`src/rtl/cu_pkg.sv`:
```
// ============================================================================
//  Module      : cu_pkg
//  Description : Shared opcodes, FSM state encoding and bus-select codes for
//                the 16-bit RISC control unit.
//  Revision    : 1.0 - initial release
// ============================================================================
`default_nettype none

package cu_pkg;

    localparam int data_width      = 16;
    localparam int RF_W_Addr_Width = 4;
    localparam int sel_bus_1_size  = 5;
    localparam int sel_bus_2_size  = 2;

    localparam logic [3:0] OP_NOP  = 4'h0;
    localparam logic [3:0] OP_ADD  = 4'h1;
    localparam logic [3:0] OP_SUB  = 4'h2;
    localparam logic [3:0] OP_AND  = 4'h3;
    localparam logic [3:0] OP_NOT  = 4'h4;
    localparam logic [3:0] OP_LDI  = 4'h5;
    localparam logic [3:0] OP_RD   = 4'h6;
    localparam logic [3:0] OP_WR   = 4'h7;
    localparam logic [3:0] OP_BR   = 4'h8;
    localparam logic [3:0] OP_BRZ  = 4'h9;
    localparam logic [3:0] OP_BNZ  = 4'hA;
    localparam logic [3:0] OP_BIZ  = 4'hB;
    localparam logic [3:0] OP_JMP  = 4'hC;
    localparam logic [3:0] OP_MOV  = 4'hD;
    localparam logic [3:0] OP_ILL  = 4'hE;
    localparam logic [3:0] OP_HALT = 4'hF;

    typedef enum logic [2:0] {
        S_IDLE = 3'd0,
        S_FET1 = 3'd1,
        S_FET2 = 3'd2,
        S_DEC  = 3'd3,
        S_EX1  = 3'd4,
        S_EX2  = 3'd5,
        S_HALT = 3'd6
    } state_t;

    localparam logic [sel_bus_1_size-1:0] SEL1_PC   = 5'd16;
    localparam logic [sel_bus_1_size-1:0] SEL1_IMM  = 5'd17;
    localparam logic [sel_bus_2_size-1:0] SEL2_ALU  = 2'd0;
    localparam logic [sel_bus_2_size-1:0] SEL2_BUS1 = 2'd1;
    localparam logic [sel_bus_2_size-1:0] SEL2_MEM  = 2'd2;

    // ALU-class opcodes write Rd from the ALU and update Reg_Z
    function automatic logic is_alu_op(input logic [3:0] op);
        return (op == OP_ADD) || (op == OP_SUB) || (op == OP_AND) || (op == OP_NOT);
    endfunction

    // Opcodes that need the single execute state after decode
    function automatic logic needs_ex1(input logic [3:0] op);
        return is_alu_op(op) || (op == OP_RD) || (op == OP_WR) || (op == OP_BIZ);
    endfunction

endpackage

`default_nettype wire

```
`src/rtl/control_unit_if.sv`:
```
// ============================================================================
//  Module      : control_unit_if
//  Description : Control bundle between the control unit (master) and the
//                processing unit (slave). The illegal_op strobe exists only
//                when CU_ILLEGAL_TRAP_EN is defined.
//  Revision    : 1.0 - initial release
// ============================================================================
`default_nettype none

interface control_unit_if;
    import cu_pkg::*;

    logic [data_width-1:0]      instruction;
    logic                       RF_Ry_Zero;
    logic                       alu_zero;

    logic [RF_W_Addr_Width-1:0] RF_W_Addr;
    logic                       RF_W_En;
    logic                       PC_Ld;
    logic                       PC_Inc;
    logic                       sel_PC_Offset_Update;
    logic                       IR_Ld;
    logic                       Reg_Y_Ld;
    logic                       Reg_A_Ld;
    logic                       Reg_Z_Ld;
    logic                       Sign_Ext_Flag;
    logic [sel_bus_1_size-1:0]  Sel_Bus_1_MUX;
    logic [sel_bus_2_size-1:0]  Sel_Bus_2_MUX;
    logic                       mem_write;
    logic                       halted;
`ifdef CU_ILLEGAL_TRAP_EN
    logic                       illegal_op;
`endif

    modport master (
        input  instruction, RF_Ry_Zero, alu_zero,
        output RF_W_Addr, RF_W_En, PC_Ld, PC_Inc, sel_PC_Offset_Update, IR_Ld,
               Reg_Y_Ld, Reg_A_Ld, Reg_Z_Ld, Sign_Ext_Flag, Sel_Bus_1_MUX,
               Sel_Bus_2_MUX, mem_write, halted
`ifdef CU_ILLEGAL_TRAP_EN
        , illegal_op
`endif
    );

    modport slave (
        output instruction, RF_Ry_Zero, alu_zero,
        input  RF_W_Addr, RF_W_En, PC_Ld, PC_Inc, sel_PC_Offset_Update, IR_Ld,
               Reg_Y_Ld, Reg_A_Ld, Reg_Z_Ld, Sign_Ext_Flag, Sel_Bus_1_MUX,
               Sel_Bus_2_MUX, mem_write, halted
`ifdef CU_ILLEGAL_TRAP_EN
        , illegal_op
`endif
    );

endinterface

`default_nettype wire

```
`src/rtl/control_unit_decode.sv`:
```
// ============================================================================
//  Module      : control_unit_decode
//  Description : Moore output decode: FSM state, IR fields and flags to every
//                datapath control. Honours CU_ILLEGAL_TRAP_EN for illegal_op.
//  Revision    : 1.0 - initial release
// ============================================================================
`default_nettype none

module control_unit_decode
    import cu_pkg::*;
(
    input  state_t         state,
    control_unit_if.master cu
);

    logic [3:0] op;
    logic [3:0] rd;
    logic [3:0] rs;

    assign op = cu.instruction[15:12];
    assign rd = cu.instruction[11:8];
    assign rs = cu.instruction[7:4];

    // Every control defaults low; each state raises only what it needs
    always_comb begin
        cu.RF_W_Addr            = '0;
        cu.RF_W_En              = 1'b0;
        cu.PC_Ld                = 1'b0;
        cu.PC_Inc               = 1'b0;
        cu.sel_PC_Offset_Update = 1'b0;
        cu.IR_Ld                = 1'b0;
        cu.Reg_Y_Ld             = 1'b0;
        cu.Reg_A_Ld             = 1'b0;
        cu.Reg_Z_Ld             = 1'b0;
        cu.Sign_Ext_Flag        = 1'b0;
        cu.Sel_Bus_1_MUX        = '0;
        cu.Sel_Bus_2_MUX        = '0;
        cu.mem_write            = 1'b0;
        cu.halted               = 1'b0;
`ifdef CU_ILLEGAL_TRAP_EN
        cu.illegal_op           = 1'b0;
`endif
        case (state)
            S_FET1: begin
                cu.Sel_Bus_1_MUX = SEL1_PC;
                cu.Sel_Bus_2_MUX = SEL2_BUS1;
                cu.Reg_A_Ld      = 1'b1;
            end
            S_FET2: begin
                cu.Sel_Bus_2_MUX = SEL2_MEM;
                cu.IR_Ld         = 1'b1;
                cu.PC_Inc        = 1'b1;
            end
            S_DEC: begin
                case (op)
                    OP_ADD, OP_SUB, OP_AND, OP_NOT: begin
                        cu.Sel_Bus_1_MUX = {1'b0, rs};
                        cu.Sel_Bus_2_MUX = SEL2_BUS1;
                        cu.Reg_Y_Ld      = 1'b1;
                    end
                    OP_LDI: begin
                        cu.Sel_Bus_1_MUX = SEL1_IMM;
                        cu.Sign_Ext_Flag = 1'b1;
                        cu.Sel_Bus_2_MUX = SEL2_BUS1;
                        cu.RF_W_En       = 1'b1;
                        cu.RF_W_Addr     = rd;
                    end
                    OP_MOV: begin
                        cu.Sel_Bus_1_MUX = {1'b0, rs};
                        cu.Sel_Bus_2_MUX = SEL2_BUS1;
                        cu.RF_W_En       = 1'b1;
                        cu.RF_W_Addr     = rd;
                    end
                    OP_RD: begin
                        cu.Sel_Bus_1_MUX = {1'b0, rs};
                        cu.Sel_Bus_2_MUX = SEL2_BUS1;
                        cu.Reg_A_Ld      = 1'b1;
                    end
                    OP_WR: begin
                        cu.Sel_Bus_1_MUX = {1'b0, rd};
                        cu.Sel_Bus_2_MUX = SEL2_BUS1;
                        cu.Reg_A_Ld      = 1'b1;
                    end
                    OP_BR:  cu.PC_Ld = 1'b1;
                    OP_BRZ: cu.PC_Ld = cu.alu_zero;
                    OP_BNZ: cu.PC_Ld = ~cu.alu_zero;
                    OP_BIZ: begin
                        cu.Sel_Bus_1_MUX = {1'b0, rd};
                        cu.Sel_Bus_2_MUX = SEL2_BUS1;
                        cu.Reg_Y_Ld      = 1'b1;
                    end
                    OP_JMP: begin
                        cu.Sel_Bus_1_MUX        = {1'b0, rd};
                        cu.Sel_Bus_2_MUX        = SEL2_BUS1;
                        cu.sel_PC_Offset_Update = 1'b1;
                        cu.PC_Ld                = 1'b1;
                    end
                    default: ;
                endcase
            end
            S_EX1: begin
                case (op)
                    OP_ADD, OP_SUB, OP_AND, OP_NOT: begin
                        cu.Sel_Bus_1_MUX = {1'b0, rd};
                        cu.Sel_Bus_2_MUX = SEL2_ALU;
                        cu.RF_W_En       = 1'b1;
                        cu.RF_W_Addr     = rd;
                        cu.Reg_Z_Ld      = 1'b1;
                    end
                    OP_RD: begin
                        cu.Sel_Bus_2_MUX = SEL2_MEM;
                        cu.RF_W_En       = 1'b1;
                        cu.RF_W_Addr     = rd;
                    end
                    OP_WR: begin
                        cu.Sel_Bus_1_MUX = {1'b0, rs};
                        cu.Sel_Bus_2_MUX = SEL2_BUS1;
                        cu.mem_write     = 1'b1;
                    end
                    OP_BIZ: cu.PC_Ld = cu.RF_Ry_Zero;
                    default: ;
                endcase
            end
`ifdef CU_ILLEGAL_TRAP_EN
            S_EX2: cu.illegal_op = 1'b1;
`endif
            S_HALT: cu.halted = 1'b1;
            default: ;
        endcase
    end

endmodule

`default_nettype wire

```
`src/rtl/control_unit.sv`:
```
// ============================================================================
//  Module      : control_unit
//  Description : Multi-cycle FSM controller for the 16-bit RISC core. Holds
//                the state register and sequencing; output decode lives in
//                control_unit_decode. Define CU_ILLEGAL_TRAP_EN to trap
//                opcode E through S_EX2 into S_HALT (otherwise it is a NOP).
//  Revision    : 1.0 - initial release
// ============================================================================
`default_nettype none

module control_unit
    import cu_pkg::*;
(
    input  logic           clk,
    input  logic           rst,
    control_unit_if.master cu
);

    state_t     state;
    logic [3:0] op;

    assign op = cu.instruction[15:12];

    // State register with sequencing; rst low forces S_IDLE immediately
    always_ff @(posedge clk or negedge rst) begin
        if (!rst) begin
            state <= S_IDLE;
        end else begin
            case (state)
                S_IDLE: state <= S_FET1;
                S_FET1: state <= S_FET2;
                S_FET2: state <= S_DEC;
                S_DEC: begin
                    if (needs_ex1(op))
                        state <= S_EX1;
                    else if (op == OP_HALT)
                        state <= S_HALT;
`ifdef CU_ILLEGAL_TRAP_EN
                    else if (op == OP_ILL)
                        state <= S_EX2;
`endif
                    else
                        state <= S_FET1;
                end
                S_EX1: state <= S_FET1;
`ifdef CU_ILLEGAL_TRAP_EN
                S_EX2: state <= S_HALT;
`else
                S_EX2: state <= S_FET1;
`endif
                S_HALT: state <= S_HALT;
                default: state <= S_IDLE;
            endcase
        end
    end

    control_unit_decode u_decode (
        .state (state),
        .cu    (cu)
    );

endmodule

`default_nettype wire

```
`src/flat_wrapper.sv`:
```
// flat-port wrapper written by rule: the top's interface ports become plain ports
module control_unit_flat import cu_pkg::*;
  (clk, rst, cu_instruction, cu_RF_Ry_Zero, cu_alu_zero, cu_RF_W_Addr, cu_RF_W_En, cu_PC_Ld, cu_PC_Inc, cu_sel_PC_Offset_Update, cu_IR_Ld, cu_Reg_Y_Ld, cu_Reg_A_Ld, cu_Reg_Z_Ld, cu_Sign_Ext_Flag, cu_Sel_Bus_1_MUX, cu_Sel_Bus_2_MUX, cu_mem_write, cu_halted);
  control_unit_if cu_i ();
  input  logic clk;
  input  logic rst;
  input wire logic [$bits(cu_i.instruction)-1:0] cu_instruction;
  input wire logic [$bits(cu_i.RF_Ry_Zero)-1:0] cu_RF_Ry_Zero;
  input wire logic [$bits(cu_i.alu_zero)-1:0] cu_alu_zero;
  output wire logic [$bits(cu_i.RF_W_Addr)-1:0] cu_RF_W_Addr;
  output wire logic [$bits(cu_i.RF_W_En)-1:0] cu_RF_W_En;
  output wire logic [$bits(cu_i.PC_Ld)-1:0] cu_PC_Ld;
  output wire logic [$bits(cu_i.PC_Inc)-1:0] cu_PC_Inc;
  output wire logic [$bits(cu_i.sel_PC_Offset_Update)-1:0] cu_sel_PC_Offset_Update;
  output wire logic [$bits(cu_i.IR_Ld)-1:0] cu_IR_Ld;
  output wire logic [$bits(cu_i.Reg_Y_Ld)-1:0] cu_Reg_Y_Ld;
  output wire logic [$bits(cu_i.Reg_A_Ld)-1:0] cu_Reg_A_Ld;
  output wire logic [$bits(cu_i.Reg_Z_Ld)-1:0] cu_Reg_Z_Ld;
  output wire logic [$bits(cu_i.Sign_Ext_Flag)-1:0] cu_Sign_Ext_Flag;
  output wire logic [$bits(cu_i.Sel_Bus_1_MUX)-1:0] cu_Sel_Bus_1_MUX;
  output wire logic [$bits(cu_i.Sel_Bus_2_MUX)-1:0] cu_Sel_Bus_2_MUX;
  output wire logic [$bits(cu_i.mem_write)-1:0] cu_mem_write;
  output wire logic [$bits(cu_i.halted)-1:0] cu_halted;
  assign cu_i.instruction = cu_instruction;
  assign cu_i.RF_Ry_Zero = cu_RF_Ry_Zero;
  assign cu_i.alu_zero = cu_alu_zero;
  assign cu_RF_W_Addr = cu_i.RF_W_Addr;
  assign cu_RF_W_En = cu_i.RF_W_En;
  assign cu_PC_Ld = cu_i.PC_Ld;
  assign cu_PC_Inc = cu_i.PC_Inc;
  assign cu_sel_PC_Offset_Update = cu_i.sel_PC_Offset_Update;
  assign cu_IR_Ld = cu_i.IR_Ld;
  assign cu_Reg_Y_Ld = cu_i.Reg_Y_Ld;
  assign cu_Reg_A_Ld = cu_i.Reg_A_Ld;
  assign cu_Reg_Z_Ld = cu_i.Reg_Z_Ld;
  assign cu_Sign_Ext_Flag = cu_i.Sign_Ext_Flag;
  assign cu_Sel_Bus_1_MUX = cu_i.Sel_Bus_1_MUX;
  assign cu_Sel_Bus_2_MUX = cu_i.Sel_Bus_2_MUX;
  assign cu_mem_write = cu_i.mem_write;
  assign cu_halted = cu_i.halted;
  control_unit u_core (.clk(clk), .rst(rst), .cu(cu_i));
endmodule
```
`config.mk`:
```
export PLATFORM = sky130hd
export DESIGN_NAME = control_unit_flat
export DESIGN_NICKNAME = d
export VERILOG_FILES = /design/src/rtl/cu_pkg.sv /design/src/rtl/control_unit_if.sv /design/src/rtl/control_unit_decode.sv /design/src/rtl/control_unit.sv /design/src/flat_wrapper.sv
export SDC_FILE = /design/constraint.sdc
export NUM_CORES = 1
export LEC_CHECK = 0
export BUFFER_PORTS_ARGS = -buffer_cell sky130_fd_sc_hd__buf_2
export CAP_MARGIN = 25
export CORE_AREA = 2 2 65 67
export CTS_BUF_LIST = sky130_fd_sc_hd__clkbuf_8 sky130_fd_sc_hd__clkbuf_16
export CTS_CLUSTER_DIAMETER = 200
export DETAILED_ROUTE_END_ITERATION = 12
export DIE_AREA = 0 0 67 69
export PLACE_DENSITY_LB_ADDON = 0.1
export SLEW_MARGIN = 10
export SYNTH_ARGS = -nofsm -noshare
export SYNTH_HDL_FRONTEND = slang
export SYNTH_SLANG_ARGS = --single-unit
```
`constraint.sdc`:
```
create_clock -name clk -period 1.6 [get_ports clk]
set_input_delay 0.16 -clock clk [delete_from_list [all_inputs] [get_ports clk]]
set_output_delay 0.16 -clock clk [all_outputs]
set_load 0.01 [all_outputs]
```
* Word-level counts from Yosys, hierarchy flattened
Index checks and enable logic that the tools add are counted.
W data, S select, Z words.
** Operators by class
- Equality and inequality tests :: 20
- Muxes and demuxes :: 32
- Bitwise operators :: 1
- Reduce and logical (&&, ||, !) cells :: 17
** Operator list (number)
- $pmux W5 S3 :: 2
- $eq A4 B4 Y1 const B :: 7
- $mux W1 :: 17
- $eq A4 B3 Y1 const B :: 4
- $pmux W4 S2 :: 2
- $pmux W3 S5 :: 1
- $reduce_or A10 Y1 :: 1
- $reduce_or A5 Y1 :: 2
- $eq A3 B3 Y1 const B :: 3
- $eq A4 B2 Y1 const B :: 2
- $mux W4 :: 2
- $pmux W2 S4 :: 1
- $eq A3 B2 Y1 const B :: 2
- $logic_or A1 B1 Y1 :: 6
- $mux W3 :: 2
- $pmux W1 S2 :: 3
- $reduce_or A2 Y1 :: 3
- $reduce_or A3 Y1 :: 2
- $reduce_or A6 Y1 :: 1
- $eq A4 B1 Y1 const B :: 1
- $pmux W2 S2 :: 1
- $reduce_or A4 Y1 :: 1
- $eq A3 B1 Y1 const B :: 1
- $logic_not A3 Y1 :: 1
- other kinds (2) :: 2
** Storage, ports and cells
- Register bits after elaboration :: 3
- Input port bits :: 20
- Logic and storage cells :: 71

* Logic depth before layout (Yosys ltp)
Gate-level depths: netlist of run 1.
- Depth after elaboration :: 9
- Depth in mapped cells :: 6

* Hierarchy
A second synthesis of run 1 with hierarchy kept.
** Second synthesis, totals
- Cells, all modules :: 136
- Area, all modules :: 938.4 um2
** By module, submodules not included
- control_unit_decode :: times used 1, cells an instance 118, area an instance 772.0 um2, sequential area each 0.0 um2
- control_unit :: times used 1, cells an instance 18, area an instance 166.4 um2, sequential area each 75.1 um2

* Worst setup path after synthesis of run 1
OpenSTA, ideal clock, no wires.
- Path kind :: flip-flop to output port
- Start point :: register u_core.state[0]
- End point :: output cu_Sel_Bus_1_MUX[0]
- Data arrival time :: 1.503 ns
- Slack :: -0.063 ns
- Cell stages (with the launch flop) :: 6
- Path through :: dfrtp_1 > or4b_1 > buf_6 > nor2_1 > a2bb2oi_1 > o21ai_1
** On the way
- Cells in the longest elaborated chain, start to end :: 2
- Elaborated cells between the ends (all ways) :: 4
- Classes of those cells :: eq/ne (3); mux (1)
** RTL lines
- start, declared :: RTL line control_unit.sv:19 : state_t state;
- start signal, assigned :: RTL line control_unit.sv:27 : state <= S_IDLE;
- start signal, assigned :: RTL line control_unit.sv:30 : S_IDLE: state <= S_FET1;
- start signal, assigned :: RTL line control_unit.sv:31 : S_FET1: state <= S_FET2;
- $eq A3 B3 Y1, or another cell as far along :: RTL line control_unit_decode.sv:43 : case (state)
- $pmux W5 S3 * :: RTL line control_unit_decode.sv:43
- end, declared :: RTL line flat_wrapper.sv:20 : output wire logic [$bits(cu_i.Sel_Bus_1_MUX)-1:0] cu_Sel_Bus_1_MUX;
Every way passes the cells marked *; elsewhere a longest branch is shown, timed or not.

* Final worst setup path of run 1
Same ends and word-level chain as after synthesis.

==> run_results.csv, run 1 <==
group,metric,value,unit
run_status,outcome,"finished, violations left",
run_status,violations,"negative setup slack",
layout,top_regs,"u_core.state (3)",
synthesis,syn_inst,133,
grt,grt_pass1_wl,5650,µm
sta,whs,0.267,ns
power,power.switching,0.159,mW
route,ant_nets,0,
clock_network,cts_tree,"yes",
power,power.density,353,nW/µm²
route,viasPerCell,5.21,
sta,fin_setup_tns,-3.17,ns
sta,report.final.slew_viol_count,0,
die,dieArea,4620,µm²
layout,stdcell_area,1420,µm²
power,switching_share,0.318,
layout,regArea,75.1,µm²
synthesis,synthArstFlopShare,1.00,
synthesis,synth.top_cell.area_share,0.0799,
layout,multi_input_area,767,µm²
route,vias,1260,
layout,num_antenna_cells,0,
route,firstDrtPassIters,4,
grt,grt_max_degree,20,
sta,setup_viol,14,
clock_network,clock_latency,0.22,ns
synthesis,synth.distinct_cells,52,
synthesis,synthFlopType,"dfrtp_1",
sta,slew_headroom,0.755,
worst_setup_path,slowest_stage,"or4b_4",
die,die_w,67,µm
worst_setup_path,critPathCaptureType,"output pin",
clock_network,clk_pin_slew_worst_paths,0.03,ns
synthesis,synth_area_leaders,"dfrtp_1 (8.0%), buf_6 (6.0%), a21oi_1 (5.9%)",
sta,max_slew.worst_pin.slew,0.363,ns
worst_setup_path,max_stage_delay,0.60,ns
grt,grt-ovfl-total,0,
sta,finClkSkew,0.000200,ns
worst_setup_path,worst_setup_path_start_kind,"register",
layout,largest_reg_flops,3,
synthesis,yosys_warnings,0,
synthesis,ys_top_cells_by_count,"a21oi_1 (11), nor2_1 (9), inv_1 (7), nand3_1 (7), o21ai_0 (7)",
route,drt-initial-drc-count,51,
power,p_seq_frac,0.153,
clock_network,clock-sinks,3,
power,power_frac_comb,0.414,
synthesis,ys_seq_elements,3,
clock_network,cts-buffers-inserted,3,
power,peakVddDrop,137,µV
grt,track_usage,0.152,
sta,max_freq,0.524,GHz
layout,regMostFlops,"u_core.state",
worst_hold_path,hold_path.class,"in -> async",
placement,dpl_cell_area,1320,µm²
die,die_h,69,µm
placement,port_buffers,37,
layout,final_layout_size_suffix_gt1_frac,0.438,
worst_setup_path,cp_cell_sequence,"or4b_4 > buf_4 > nor2_2 > a2bb2oi_1 > o21ai_1 > buf_2",
sta,hold_viol,0,
worst_setup_path,worst-path-max-fanout,6,
power,leakage,0.687,nW
sta,post-route-min-period,1.91,ns
die,io_pins,42,
worst_setup_path,crit_required,1.44,ns
synthesis,synth_area,940,µm²
grt,grt_pass1_vias,1213,
sta,post-route-period-util,1.19,
synthesis,synth.net_count,153,
sta,rsz0062_at_grt,"yes",
synthesis,ys_seq_area_frac,0.0799,
grt,antenna_found_initial,0,
die,core,3910,µm²
route,routed_wl,3420,µm
die,rows,23,
job,maxCapViolCount,0,
layout,utilization,0.363,
clock_network,ctsHtreeMaxLevel,1,
synthesis,synth_edf_count,0,
synthesis,synth.most_common_cell,"a21oi_1",
die,start_util,0.240,
route,wl_per_cell,14.1,µm
placement,gp_congestion,0.823,
sta,finalWorstSetupSlack,-0.309,ns
route,remaining_drc_errors,0,
synthesis,avgSynthCellArea,7.07,µm²
power,intPower,0.342,mW
layout,final_nets,213,
power,clock_power_share,0.433,
clock_network,clockBufferDepth,2,
synthesis,netlist.top_cell.by_area,"dfrtp_1",
placement,dp_hpwl,2640,µm
worst_setup_path,crit_arrival,1.75,ns
layout,synthToLayoutAreaGrowth,51.0,%
layout,filler_cell_count,448,
clock_network,cts_root_buf,"clkbuf_8",
worst_setup_path,path_class,"reg -> out",
==> metal layers <==
layer,routed length (µm),vias up,global-route usage
li1,-,615,-
met5,0,-,0
met1,1450,592,0.193
met4,43,0,0.0567
met2,1720,49,0.262
met3,206,4,0.0114
==> worst max-delay path: cells and delay by family (launching register included) <==
family / cells / cell delay, ns
flip-flops: 1 / 0.37
AND/OR/NAND/NOR: 2 / 0.70
buffers and inverters: 2 / 0.32
AO/OA/AOI/OAI: 2 / 0.14
==> layout make-up <==
class | count | share of cell area
multi-input cells | 108 | 0.541
well taps | 50 | 0.0441
flip-flops and latches | 3 | 0.0529
clock buffers | 3 | 0.0291
inverters | 8 | 0.0212
clock inverters | 1 | 0.00265
repair buffers | 69 | 0.310
==> cells in the final DEF, fill, tap and decap left out, types with 2 or more instances in the layout <==
master / synthesis / layout
a21oi_1: 11 / 10
a221oi_1: 2 / 2
a2bb2oi_1: 2 / 2
a31oi_1: 2 / 2
a32o_1: 2 / 2
and2_1: 4 / 3
and3b_1: 2 / 2
and4b_1: 2 / 2
buf_2: 3 / 37
buf_4: 1 / 28
buf_6: 5 / 3
clkbuf_8: 0 / 3
dfrtp_1: 3 / 3
inv_1: 7 / 8
mux2i_1: 2 / 2
nand2_1: 5 / 5
nand2b_1: 4 / 4
nand3_1: 7 / 7
nand4b_1: 2 / 2
nor2_1: 9 / 8
nor2b_1: 4 / 4
nor2b_2: 2 / 2
nor4bb_1: 3 / 3
o211ai_1: 4 / 4
o21a_1: 3 / 3
o21ai_0: 7 / 7
o22ai_1: 4 / 4
or3b_2: 2 / 2
==> timing repair <==
item                                    CTS  global route
pin swaps                                 1             1
endpoints found under the hold margin     3             0
setup buffers                             2             0
hold buffers                              1             0
endpoints found under the setup margin   14            15
gates resized for setup                   5             4
==> power groups by stage <==
stage | logic [mW] | clock network, mW | registers (mW)
2_1_floorplan | 0.122 | 0 | 0.0773
3_3_place_gp | 0.201 | 0 | 0.0773
3_5_place_dp | 0.204 | 0 | 0.0773
4_1_cts | 0.207 | 0.222 | 0.0764
5_1_grt | 0.231 | 0.230 | 0.0764
6_report | 0.208 | 0.217 | 0.0764
==> final timing paths <==
check	slack, ns	endpoint	startpoint	cells past startpoint
setup reg to reg	0.54	u_core.state[2]	u_core.state[1]	4
max in group asynchronous	1.23	u_core.state[2]	rst	2
hold / removal	0.27	u_core.state[1]	rst	2
setup / recovery	-0.31	cu_Sel_Bus_1_MUX[0]	u_core.state[0]	6
hold reg to reg	0.57	u_core.state[0]	u_core.state[2]	2
min in group clk	0.57	u_core.state[0]	u_core.state[2]	2
==> kinds of logic (layout without fill, tap and decap cells) <==
| kind of cell | count (synthesis) | count (layout) | synth area share |
|---|---|---|---|
| buffers and inverters | 22 | 81 | 0.137 |
| multiplexers | 2 | 2 | 0.0213 |
| AO/OA/AOI/OAI | 46 | 46 | 0.340 |
| AND/OR/NAND/NOR | 57 | 57 | 0.393 |
| adder cells (fa/ha/maj) | 1 | 1 | 0.0107 |
| flip-flops | 3 | 3 | 0.0799 |
| XOR/XNOR | 2 | 2 | 0.0186 |
==> per-stage QoR <==
stage / total power [mW] / worst slack, ns / instances
2_1_floorplan: 0.199 / -0.0408 / 133
3_3_place_gp: 0.278 / -0.185 / 236
3_5_place_dp: 0.281 / -0.219 / 236
4_1_cts: 0.505 / -0.320 / 242
5_1_grt: 0.538 / -0.396 / 242
6_report: 0.501 / -0.309 / 242
(Power assumes the default switching activity.)
==> run 2, diff against run 1 <==
- clock period: 1.6 -> 1.5 ns (I/O delays scaled with it)
==> run_results.csv, run 2 (synthesis results as in run 1) <==
group,metric,value,unit
layout,regMostFlops,"u_core.state",
layout,largest_reg_flops,3,
power,peakVddDrop,182,µV
power,power.switching,0.175,mW
clock_network,cts-buffers-inserted,3,
worst_setup_path,critPathCaptureType,"output pin",
sta,finalWorstSetupSlack,-0.417,ns
grt,grt_pass1_wl,5510,µm
layout,synthToLayoutAreaGrowth,59.1,%
layout,final_nets,215,
power,power.density,363,nW/µm²
worst_setup_path,rrSetupSlack,0.39,ns
layout,utilization,0.382,
route,remaining_drc_errors,0,
die,die_w,67,µm
run_status,violations,"negative setup slack",
worst_hold_path,hold_path.class,"in -> async",
die,dieArea,4620,µm²
run_status,outcome,"finished, violations left",
grt,antenna_found_initial,0,
placement,post-place-ws,-0.277,ns
power,clock_power_share,0.432,
power,p_seq_frac,0.150,
sta,hold_viol,0,
sta,fin_setup_tns,-4.84,ns
clock_network,clock_latency,0.22,ns
clock_network,clk_pin_slew_worst_paths,0.03,ns
sta,rsz0062_at_grt,"yes",
grt,grt-ovfl-total,0,
worst_setup_path,max_stage_delay,0.61,ns
worst_setup_path,path_class,"reg -> out",
sta,post-route-period-util,1.28,
layout,mostFrequentLayoutCells,"buf_2 (34), buf_4 (29), a21oi_1 (11)",
clock_network,ctsHtreeMaxLevel,1,
sta,report.final.slew_viol_count,0,
worst_setup_path,worst-path-max-fanout,5,
route,drt-initial-drc-count,20,
worst_setup_path,crit_required,1.35,ns
clock_network,clockBufferDepth,2,
worst_setup_path,r2r_start,"u_core.state[2]",
power,intPower,0.367,mW
power,leakage,0.705,nW
grt,grt_max_degree,20,
worst_setup_path,critical_path.top_delay_family,"simple AND/OR/NAND/NOR gates",
grt,track_usage,0.149,
sta,whs,0.261,ns
die,die_h,69,µm
route,routed_wl,3390,µm
worst_setup_path,cp_cell_sequence,"or4b_4 > buf_4 > o32ai_2 > buf_2",
layout,num_antenna_cells,0,
clock_network,clock-sinks,3,
route,vias,1231,
clock_network,cts_root_buf,"clkbuf_8",
worst_setup_path,rr_endpoint,"u_core.state[0]",
power,power_frac_comb,0.418,
sta,setup_viol,17,
layout,final_layout_size_suffix_gt1_frac,0.474,
sta,max_slew.worst_pin.slew,0.372,ns
grt,grt_pass1_vias,1210,
worst_setup_path,worst_setup_path_start_kind,"register",
sta,max_freq,0.522,GHz
route,wl_per_cell,13.9,µm
die,rows,23,
die,core,3910,µm²
die,io_pins,42,
layout,mostFrequentLayoutCell,"buf_2",
placement,gp_congestion,0.754,
worst_setup_path,slowest_stage,"or4b_4",
sta,slew_headroom,0.749,
worst_setup_path,rr_worst_depth,6,
worst_setup_path,crit_buf_inv,2,
placement,port_buffers,37,
sta,finClkSkew,0.000658,ns
die,start_util,0.240,
sta,post-route-min-period,1.92,ns
job,maxCapViolCount,0,
route,viasPerCell,5.05,
clock_network,cts_tree,"yes",
power,switching_share,0.323,
route,ant_nets,0,
placement,dp_hpwl,2660,µm
route,firstDrtPassIters,4,
layout,top_regs,"u_core.state (3)",
worst_setup_path,crit_arrival,1.77,ns
run 2: worst reg2reg max path, delay by kind of cell (launching register included):
kind | cells | cell delay [ns]
simple gates | 1 | 0.09
compound gates | 2 | 0.18
buf+inv | 3 | 0.34
flops | 1 | 0.38
run 2: metrics by stage:
stage / cells / power [mW] / cell area [µm²]
6_report: 244 / 0.543 / 1500
5_1_grt: 244 / 0.585 / 1500
4_1_cts: 243 / 0.545 / 1440
3_5_place_dp: 236 / 0.303 / 1330
3_3_place_gp: 236 / 0.299 / 1330
2_1_floorplan: 133 / 0.213 / 947
run 2: power groups by stage:
stage	combinational (mW)	sequential [mW]	clock, mW
floorplan	0.130	0.0824	0
global placement	0.216	0.0824	0
detailed placement	0.220	0.0824	0
CTS	0.225	0.0815	0.239
global route	0.247	0.0814	0.256
finish	0.227	0.0815	0.234
run 2: worst max-delay path by stage:
stage | start | endpoint | slack [ns] | cells after the start
final | u_core.state[1] | cu_Sel_Bus_2_MUX[1] | -0.42 | 4
after global routing | u_core.state[1] | cu_RF_W_Addr[1] | -0.49 | 5
after CTS | u_core.state[0] | cu_Sel_Bus_1_MUX[0] | -0.39 | 6
after detailed placement | u_core.state[0] | cu_RF_W_Addr[0] | -0.28 | 5
after global placement | u_core.state[0] | cu_RF_W_Addr[0] | -0.25 | 5
after floorplan | u_core.state[0] | cu_RF_W_Addr[0] | -0.12 | 5
run 2: layer usage:
| metal | global-route usage | vias to the layer above | wire length, µm |
|---|---|---|---|
| met5 | 0 | - | 0 |
| li1 | - | 619 | - |
| met4 | 0.0317 | 0 | 42 |
| met1 | 0.183 | 582 | 1560 |
| met3 | 0.0277 | 5 | 120 |
| met2 | 0.262 | 25 | 1660 |
run 2: timing repair:
action                                  4_1_cts  5_1_grt
pin swaps                                     2        3
cloned                                        0        0
setup buffers                                 3        2
hold endpoints to repair                      3        0
hold buffers                                  1        0
gates resized for setup                      10        9
endpoints found under the setup margin       18       19
run 2: area by class of cell:
class / count / area (µm²)
Clock buffer: 3 / 41.3
Clock inverter: 1 / 3.75
Fill cell: 462 / 2420
Inverter: 8 / 30.0
Multi-Input combinational cell: 108 / 797
Sequential cell: 3 / 75.1
Tap cell: 50 / 62.6
Timing Repair Buffer: 71 / 485
==> run 3, diff against run 2 <==
- CTS_BUF_LIST: sky130_fd_sc_hd__clkbuf_8 sky130_fd_sc_hd__clkbuf_16 -> sky130_fd_sc_hd__clkbuf_4
- CTS_CLUSTER_DIAMETER: 200 -> 40
==> run_results.csv, run 3 (synthesis results as in run 1) <==
group,metric,value,unit
run_status,outcome,"finished, violations left",
run_status,violations,"negative setup slack",
route,routed_wl,3420,µm
sta,finClkSkew,0.000925,ns
placement,gp_congestion,0.754,
sta,slew_headroom,0.745,
worst_setup_path,path_class,"reg -> out",
worst_setup_path,crit_arrival,1.79,ns
sta,rsz0062_at_grt,"yes",
placement,port_buffers,37,
layout,utilization,0.378,
route,vias,1239,
power,intPower,0.311,mW
route,drt-initial-drc-count,21,
route,m1WireLength,1600,µm
power,power.density,321,nW/µm²
die,die_h,69,µm
sta,post-route-min-period,1.94,ns
route,ant_nets,0,
sta,max_slew.worst_pin.slew,0.378,ns
grt,grt-ovfl-total,0,
layout,regArea,75.1,µm²
route,firstDrtPassIters,3,
layout,regMostFlops,"u_core.state",
power,switching_share,0.346,
power,power_frac_comb,0.479,
worst_setup_path,r2r_start,"u_core.state[2]",
power,peakVddDrop,208,µV
layout,stdcell_area,1480,µm²
clock_network,cts_tree,"yes",
layout,top_regs,"u_core.state (3)",
die,rows,23,
layout,fin_cells,244,
die,start_util,0.240,
layout,num_antenna_cells,0,
sta,hold_viol,0,
clock_network,clock-sinks,3,
route,wl_met2,1660,µm
sta,post-route-period-util,1.29,
power,p_seq_frac,0.171,
die,dieArea,4620,µm²
clock_network,ctsHtreeMaxLevel,1,
layout,filler_cell_count,465,
power,clock_power_share,0.349,
worst_setup_path,cp-startpoint,"u_core.state[1]",
layout,mostFrequentLayoutCell,"buf_2",
worst_setup_path,worst_setup_path_start_kind,"register",
layout,final_layout_size_suffix_gt1_frac,0.479,
grt,grt_pass1_wl,5500,µm
power,power.switching,0.164,mW
die,io_pins,42,
layout,mostFrequentLayoutCells,"buf_2 (34), buf_4 (29), a21oi_1 (11), o21ai_0 (7), nand3_1 (7)",
worst_hold_path,hold_path.class,"in -> async",
clock_network,clockBufferDepth,2,
layout,multi_input_area,797,µm²
layout,final_nets,215,
power,leakage,0.696,nW
sta,report.final.slew_viol_count,0,
grt,grt_max_degree,20,
route,dr.max_layer_used,"met4",
sta,fin_setup_tns,-5.17,ns
layout,synthToLayoutAreaGrowth,57.5,%
power,power,0.475,mW
grt,track_usage,0.148,
grt,antenna_found_initial,0,
layout,largest_reg_flops,3,
route,remaining_drc_errors,0,
sta,setup_viol,17,
die,die_w,67,µm
route,wl_per_cell,14.0,µm
clock_network,clk_pin_slew_worst_paths,0.04,ns
worst_setup_path,critPathCaptureType,"output pin",
worst_setup_path,rrSetupSlack,0.39,ns
placement,dpl_cell_area,1330,µm²
clock_network,cts-buffers-inserted,3,
placement,dp_cells,236,
job,maxCapViolCount,0,
clock_network,cts_root_buf,"clkbuf_4",
route,met3WireLength,123,µm
sta,max_freq,0.517,GHz
clock_network,clock_latency,0.24,ns
worst_setup_path,rr_worst_depth,6,
worst_setup_path,crit_required,1.35,ns
sta,finalWorstSetupSlack,-0.436,ns
placement,dp_hpwl,2660,µm
grt,grt_pass1_vias,1210,
route,viasPerCell,5.08,
worst_setup_path,worst-path-max-fanout,5,
die,core,3910,µm²
-- run 3: power by group through the flow --
| stage | clock [mW] | sequential, mW | combinational (mW) |
|---|---|---|---|
| global placement | 0 | 0.0824 | 0.216 |
| detailed placement | 0 | 0.0824 | 0.220 |
| CTS | 0.171 | 0.0813 | 0.225 |
| finish | 0.166 | 0.0813 | 0.228 |
| global route | 0.187 | 0.0812 | 0.247 |
| floorplan | 0 | 0.0824 | 0.130 |
-- run 3: final timing paths --
path / endpoint
max: cu_Sel_Bus_2_MUX[1]
min: u_core.state[0]
max reg2reg: u_core.state[0]
min reg2reg: u_core.state[0]
max in group asynchronous: u_core.state[1]
min in group clk: u_core.state[2]
-- run 3: timing repair --
action,CTS,global route
resized for setup,10,9
gates cloned,0,0
endpoints found under the hold margin,3,0
setup buffers,3,2
pin swaps,2,3
hold buffers,1,0
endpoints found under the setup margin,18,19
-- run 3: critical path: stages (launching register included) --
cell	delay [ns]
dfrtp_1	0.37
or4b_4	0.61
buf_4	0.17
o32ai_2	0.23
buf_2	0.17
-- run 3: final cells by class --
type                    instances  share of cell area
well taps                      50              0.0423
flip-flops and latches          3              0.0507
repair buffers                 71               0.328
inverters                       8              0.0203
clock buffers                   4              0.0203
multi-input cells             108               0.538
-- run 3: stage by stage --
stage	hold WS [ns]	setup slack, ns
6_report	0.241	-0.436
5_1_grt	0.243	-0.517
4_1_cts	0.237	-0.412
3_5_place_dp	-0.0522	-0.277
3_3_place_gp	-0.0543	-0.247
2_1_floorplan	-0.146	-0.125
-- run 3: metal layers --
layer,track usage,vias up
met5,0,-
met4,0.0249,0
met3,0.0277,2
met2,0.262,25
met1,0.183,593
li1,-,619
